**src/rtl/tlb_unit.sv**
```systemverilog
// Fully-associative joint TLB with two combinational search ports and
// single-cycle registered probe (TLBP) and read (TLBR) responses for CP0.
module tlb_unit #(
  parameter int TLBNUM = 16,
  localparam int IW = $clog2(TLBNUM)
) (
  input  logic          clk,
  input  logic          resetn,
  input  logic [18:0]   s0_vpn2,
  input  logic          s0_odd,
  input  logic [7:0]    s0_asid,
  output logic          s0_found,
  output logic [IW-1:0] s0_index,
  output logic [19:0]   s0_pfn,
  output logic [2:0]    s0_c,
  output logic          s0_d,
  output logic          s0_v,
  input  logic [18:0]   s1_vpn2,
  input  logic          s1_odd,
  input  logic [7:0]    s1_asid,
  output logic          s1_found,
  output logic [IW-1:0] s1_index,
  output logic [19:0]   s1_pfn,
  output logic [2:0]    s1_c,
  output logic          s1_d,
  output logic          s1_v,
  input  logic          we,
  input  logic [IW-1:0] w_index,
  input  logic [77:0]   w_entry,
  input  logic          tlbp_req,
  input  logic [31:0]   tlbp_entryhi,
  output logic          tlbp_wen,
  output logic [31:0]   tlbp_index,
  input  logic          tlbr_req,
  input  logic [IW-1:0] r_index,
  output logic          tlbr_wen,
  output logic [77:0]   tlbr_entry
);

  // Entry layout: [77:59] vpn2, [58:51] asid, [50] g, [49:25] even page, [24:0] odd page
  logic [77:0]       entry_q [TLBNUM];
  logic [TLBNUM-1:0] e_q;

  logic [TLBNUM-1:0] m0, m1, mp;
  logic [IW-1:0]     i0, i1, ip;
  logic [24:0]       pg0, pg1;
  logic              unused_entryhi;

  assign unused_entryhi = ^tlbp_entryhi[12:8];

  always_comb begin
    m0 = '0;
    m1 = '0;
    mp = '0;
    for (int i = 0; i < TLBNUM; i++) begin
      m0[i] = e_q[i] && (s0_vpn2 == entry_q[i][77:59]) &&
              (entry_q[i][50] || (s0_asid == entry_q[i][58:51]));
      m1[i] = e_q[i] && (s1_vpn2 == entry_q[i][77:59]) &&
              (entry_q[i][50] || (s1_asid == entry_q[i][58:51]));
      mp[i] = e_q[i] && (tlbp_entryhi[31:13] == entry_q[i][77:59]) &&
              (entry_q[i][50] || (tlbp_entryhi[7:0] == entry_q[i][58:51]));
    end
  end

  // Scan from the top down so the lowest matching index is the one kept.
  always_comb begin
    i0 = '0;
    i1 = '0;
    ip = '0;
    for (int i = TLBNUM - 1; i >= 0; i--) begin
      if (m0[i]) i0 = IW'(i);
      if (m1[i]) i1 = IW'(i);
      if (mp[i]) ip = IW'(i);
    end
  end

  assign s0_found = |m0;
  assign s1_found = |m1;
  assign s0_index = i0;
  assign s1_index = i1;

  always_comb begin
    pg0 = '0;
    pg1 = '0;
    if (s0_found) pg0 = s0_odd ? entry_q[i0][24:0] : entry_q[i0][49:25];
    if (s1_found) pg1 = s1_odd ? entry_q[i1][24:0] : entry_q[i1][49:25];
  end

  assign s0_pfn = pg0[24:5];
  assign s0_c   = pg0[4:2];
  assign s0_d   = pg0[1];
  assign s0_v   = pg0[0];
  assign s1_pfn = pg1[24:5];
  assign s1_c   = pg1[4:2];
  assign s1_d   = pg1[1];
  assign s1_v   = pg1[0];

  // Entry payload is not reset; only the present bits are.
  always_ff @(posedge clk) begin
    if (resetn && we) entry_q[w_index] <= w_entry;
  end

  always_ff @(posedge clk) begin
    if (!resetn) begin
      e_q        <= '0;
      tlbp_wen   <= 1'b0;
      tlbp_index <= '0;
      tlbr_wen   <= 1'b0;
      tlbr_entry <= '0;
    end else begin
      if (we) e_q[w_index] <= 1'b1;
      tlbp_wen <= tlbp_req;
      if (tlbp_req) tlbp_index <= {~(|mp), {(31 - IW){1'b0}}, ip};
      tlbr_wen <= tlbr_req;
      if (tlbr_req) tlbr_entry <= e_q[r_index] ? entry_q[r_index] : '0;
    end
  end

endmodule

```
**config.mk**
```make
export PLATFORM = sky130hd
export DESIGN_NAME = tlb_unit
export DESIGN_NICKNAME = d
export VERILOG_FILES = /design/src/rtl/tlb_unit.sv
export SDC_FILE = /design/constraint.sdc
export NUM_CORES = 2
export LEC_CHECK = 0
export ABC_CLOCK_PERIOD_IN_PS = 11350
export CORE_ASPECT_RATIO = 2
export CORE_MARGIN = 1
export CORE_UTILIZATION = 30
export DETAILED_ROUTE_END_ITERATION = 7
export HOLD_SLACK_MARGIN = 0.02
export PLACE_DENSITY = 0.41
export SYNTH_ARGS = -nofsm -noshare
export SYNTH_HDL_FRONTEND = slang
export SYNTH_SLANG_ARGS = --single-unit
```
**constraint.sdc**
```tcl
create_clock -name clk -period 11.35 [get_ports clk]
set_input_delay 2.27 -clock clk [delete_from_list [all_inputs] [get_ports clk]]
set_output_delay 2.27 -clock clk [all_outputs]
set_load 0.01 [all_outputs]
```
# Yosys cells after proc, flatten, opt, wreduce, memory -nomap -nowiden
# Memories as Yosys holds them, arrays and structs flattened.
# Index checks and enable logic that the tools add are counted.
# classes
n_eq_ne	96
n_mux	59
reduce_logical	149
magnitude_cmp	3
bitwise	2
# ops
op	n
19-bit == test	48
8-bit == test	48
4-bit 2-to-1 mux	48
25-bit 2-to-1 mux	4
1-bit logical AND	98
78-bit 2-to-1 mux	1
1-bit logical OR	48
16-bit OR reduction	3
16-bit bitwise OR	1
4-bit by 5-bit < comparator with 1-bit output, second input constant	2
1-bit binary-select mux with 4-bit select	1
1-bit demux with 4-bit select	1
4-bit by 1-bit >= comparator with 1-bit output, second input constant	1
1-bit 2-to-1 mux	4
1-bit NOT	1
# word_totals
reg_bits	101
inputBits	179
n_memories	1
output_inout_bits	172
wordCells	315
ram_bits	1248
# mem_list
name	words	width	rd	rd_ports_with_merged_regs	write_ports	line_no	rtl
entry_q	16	78	19	0	1	41	logic [77:0] entry_q [TLBNUM];

# Logic depth before layout (Yosys ltp)
# An unclocked memory read counts as a cell.
# depth
depth_word	23
mapped_depth	17
depth_no_buf	12

# Least setup slack after synthesis
# No wires, ideal clock.
# synth_path
path_type	input to register
from	input w_index[1]
to	memory entry_q[0][0], enable pin
stages	2
setup_slack_ns	2.693
n_path_buf	0
required_time_ns	10.736
arrival_time_ns	8.043
setup_time_ns	0.614
path_cell_list	or3_1 nor3_1
# synth_rtl
element	line_no	rtl
start: declaration	28	input logic [IW-1:0] w_index,
end: declaration	41	
# No word-level cell before the write port.

# Worst setup path in the final report
# layout_path
from	input s1_asid[5]
to	output s1_c[0]
# layout_between
elab_chain_cells	22
word_cells_on_any_way	68
classes_between	eq/ne (16); mux (18); reduce/logical (33); memory (1)
# layout_lines
element	line_no	rtl
start: declaration	20	input logic [7:0] s1_asid,
8-bit == test	59	(entry_q[i][50] || (s1_asid == entry_q[i][58:51]));
1-bit logical OR	59	
1-bit logical AND	58	m1[i] = e_q[i] && (s1_vpn2 == entry_q[i][77:59]) &&
4-bit 2-to-1 mux (16 in a row)	72	if (m1[i]) i1 = IW'(i);
memory read 16 x 78 bit	n/a	
25-bit 2-to-1 mux	86	if (s1_found) pg1 = s1_odd ? entry_q[i1][24:0] : entry_q[i1][49:25];
25-bit 2-to-1 mux *	86	
end: declaration	24	output logic [2:0] s1_c,
# Mark *: on every way between the ends. The rest lies on a longest branch, timed or not.

==> metrics <==
status=completed; multi-input logic area=41700 um2; highest clock rate=89.2 MHz; post-DP HPWL=331000 um; Max stage delay on crit path=1.04 ns; CP max FO=17; Post-Synth XOR/XNOR Area=0.136; wirelength, routed=485000 um; Top delay family on crit path=buffers and inverters; router iterations before antenna repair=5; H-Tree Depth=4; global placement routability congestion=1.06; DIE HEIGHT=749 um; Setup Fix Bufs, Post-CTS=0; Initial Utilization=0.301; grt ovf=0; Post-synth EDFFs=1248; asr flop ratio synth=0; WL per Instance=43.5 um; max_slew headroom=0.0522; cts bufs inserted=152; Pleak=0.0314 uW; Max Root-Sink Buffers=4; hold buffers post-CTS=0; Clk Latency, worst-skew pair=0.86 ns; DRC=0; Synth Area in Compound Gates=0.0631; Crit Path Category=in2out; number of synthesized register bits=1349; Arrival @ worst endpoint=8.94 ns; Core Box Area=278000 um2; final instance area=98600 um2; slowest CP cell=nor4_2; gr usage total=0.337; Setup TNS=0 ns; sequential fraction of the synthesis area=0.472; largest family of logic cells by synthesized area=multiplexers; Max rail drop VDD=97.9 uV; worst path bufs/invs=9; CTS tree=yes; Mapped Cells=6879; clk root buf=clkbuf_16; post-DR vias/cell=6.10; share of layout cells above drive strength 1=0.178; crit path cell chain=clkdlybuf4s50_1, buf_4, xor2_1, nor4_1, buf_4, a21oi_2, nor4_2, buf_4, a311oi_1, o32ai_4, buf_12, buf_12, buf_4, mux2i_1, o22ai_1, o21ai_1, nand4_1, buf_12, clkdlybuf4s50_1; period utilization=0.987; post-CTS sizing=0; full die area=281000 um2; Row Count=274; Pins Over Slew Limit=0; clock period minus worst slack=11.21 ns; Hold Path Class=reg2reg; Fill cells=27200; most frequent cells in the layout=1248 x edfxtp_1, 960 x xor2_1, 671 x nand2_1; vias in the first global route=68000; Cell variety after synth=74; Vias=68000; initial antenna violation count=55; actual slew at the worst max-slew pin=1.42 ns; ANT nets after route=0; ys flop type=edfxtp_1; clk sink count=1349; first-pass GRT wire length=636000 um; first-iteration detailed-routing DRC count=7151; Power Dens Cells=123 nW/um2; post-synthesis adder-cell area fraction=0; post-synthesis mux area share=0.169; Post-Synth Simple-Gate Area=0.124; Worst setup EP type=primary output; Final nets=7437; largest net degree at the start of global routing=91; dpl cell area=93400 um2; CP Launch Type=input pin; yosys warns=0; commonest non-fill, non-tap cell in the layout=edfxtp_1; clock skew=0.0814 ns; I/O pin total=351; Crit path required time=9.08 ns; synthesized area per cell=12.2 um2; die width=376 um; number of port buffers=318; FF+latch area=39500 um2; final hold violations=0; layout overhead on the synthesized area=17.8%; endpoints failing setup=0; CP most frequent cell=buf_4; Max-cap violations=0; Mapped Area=83700 um2; RSZ-0062 raised after global routing=no; CTS clock-pin slew for the worst setup and hold paths=0.06 ns
-- layer usage --
layer  vias to the layer above  wire length, um  share of wire  GRT usage
li1                      27200                -              -          -
met1                     35000           164000           0.34      0.356
met2                      4223           236000           0.49      0.571
met3                      1590            32200          0.066     0.0601
met4                        18            52600           0.11      0.310
met5                         -              118        0.00024   0.000343
-- final cells by class --
class | count | share of cell area
well taps | 3726 | 0.0473
clock buffers | 191 | 0.0415
multi-input cells | 4960 | 0.423
clock inverters | 76 | 0.00956
flip-flops and latches | 1349 | 0.401
diodes | 53 | 0.00135
repair buffers | 773 | 0.0754
inverters | 22 | 0.000838
-- state kept, by name, indices dropped and copies added (netlist names) --
register and flops:
tlbp_index 5, e_q 16, tlbr_wen 1, tlbp_wen 1, entry_q 1248, tlbr_entry 78
-- per-stage QoR --
step	util	hold WS (ns)	worst slack [ns]	instances	total power, uW
after detailed placement	0.336	0.474	0.421	10800	6910
after CTS	0.354	0.486	0.382	11100	12200
final	0.355	0.483	0.143	11200	12100
after global routing	0.354	0.505	0.167	11100	12400
after global placement	0.336	0.470	0.356	10800	6900
after floorplan	-	0.497	2.69	6905	6290
-- cells by family (layout without fill, tap and decap cells) --
logic type	after synthesis	in the layout
DFF	1349	1349
xor gates and xnor gates	1296	1296
muxes	903	903
AOI/OAI and AO/OA	742	742
other	1	80
and+or+nand+nor	1992	1992
buffers and inverters	596	1062
-- worst paths after layout --
check                                     start             end  slack [ns]  depth (start not counted)
worst max-delay path                 s1_asid[5]         s1_c[0]        0.14                         19
worst max register to register  entry_q[13][55]   tlbp_index[0]        7.18                         11
worst min register to register   tlbr_entry[68]  tlbr_entry[68]        0.48                          2
worst min-delay path             tlbr_entry[68]  tlbr_entry[68]        0.48                          2
-- worst reg2reg max path, stage by stage, from the launching register on --
cell	delay, ns
edfxtp_1	0.53
xor2_1	0.24
nor4_1	0.78
a21oi_1	0.39
or4_1	0.88
o21ai_0	0.21
a21oi_1	0.10
o21bai_1	0.16
a21oi_1	0.11
o21ai_0	0.42
a31oi_1	0.18
a21oi_1	0.18
-- cell usage after synthesis (all sizes together) (42+ instances only) --
cell type / n / area share
or4: 53 / 0.0049
a211oi: 42 / 0.0039
a21oi: 115 / 0.0070
xor2: 960 / 0.10
edfxtp: 1248 / 0.45
nand2: 676 / 0.030
mux4: 396 / 0.11
clkbuf: 251 / 0.011
a31oi: 66 / 0.0049
a22oi: 49 / 0.0044
mux2: 93 / 0.013
mux2i: 414 / 0.050
nand3: 379 / 0.023
o22ai: 102 / 0.0076
buf: 323 / 0.024
xnor2: 336 / 0.035
nor2: 57 / 0.0026
a21o: 43 / 0.0039
nand4: 216 / 0.016
nor3: 51 / 0.0031
nand2b: 86 / 0.0064
a221o: 58 / 0.0069
a21boi: 79 / 0.0071
dfxtp: 101 / 0.024
o21ai: 63 / 0.0039
a32oi: 82 / 0.0086
nor4: 351 / 0.026
-- report_power, final --
group	switching, uW	internal (uW)	total, uW
clock network	2260	3020	5280
registers	76.6	5490	5570
logic	839	428	1270
Note: power is estimated with default switching activity, not from simulation.
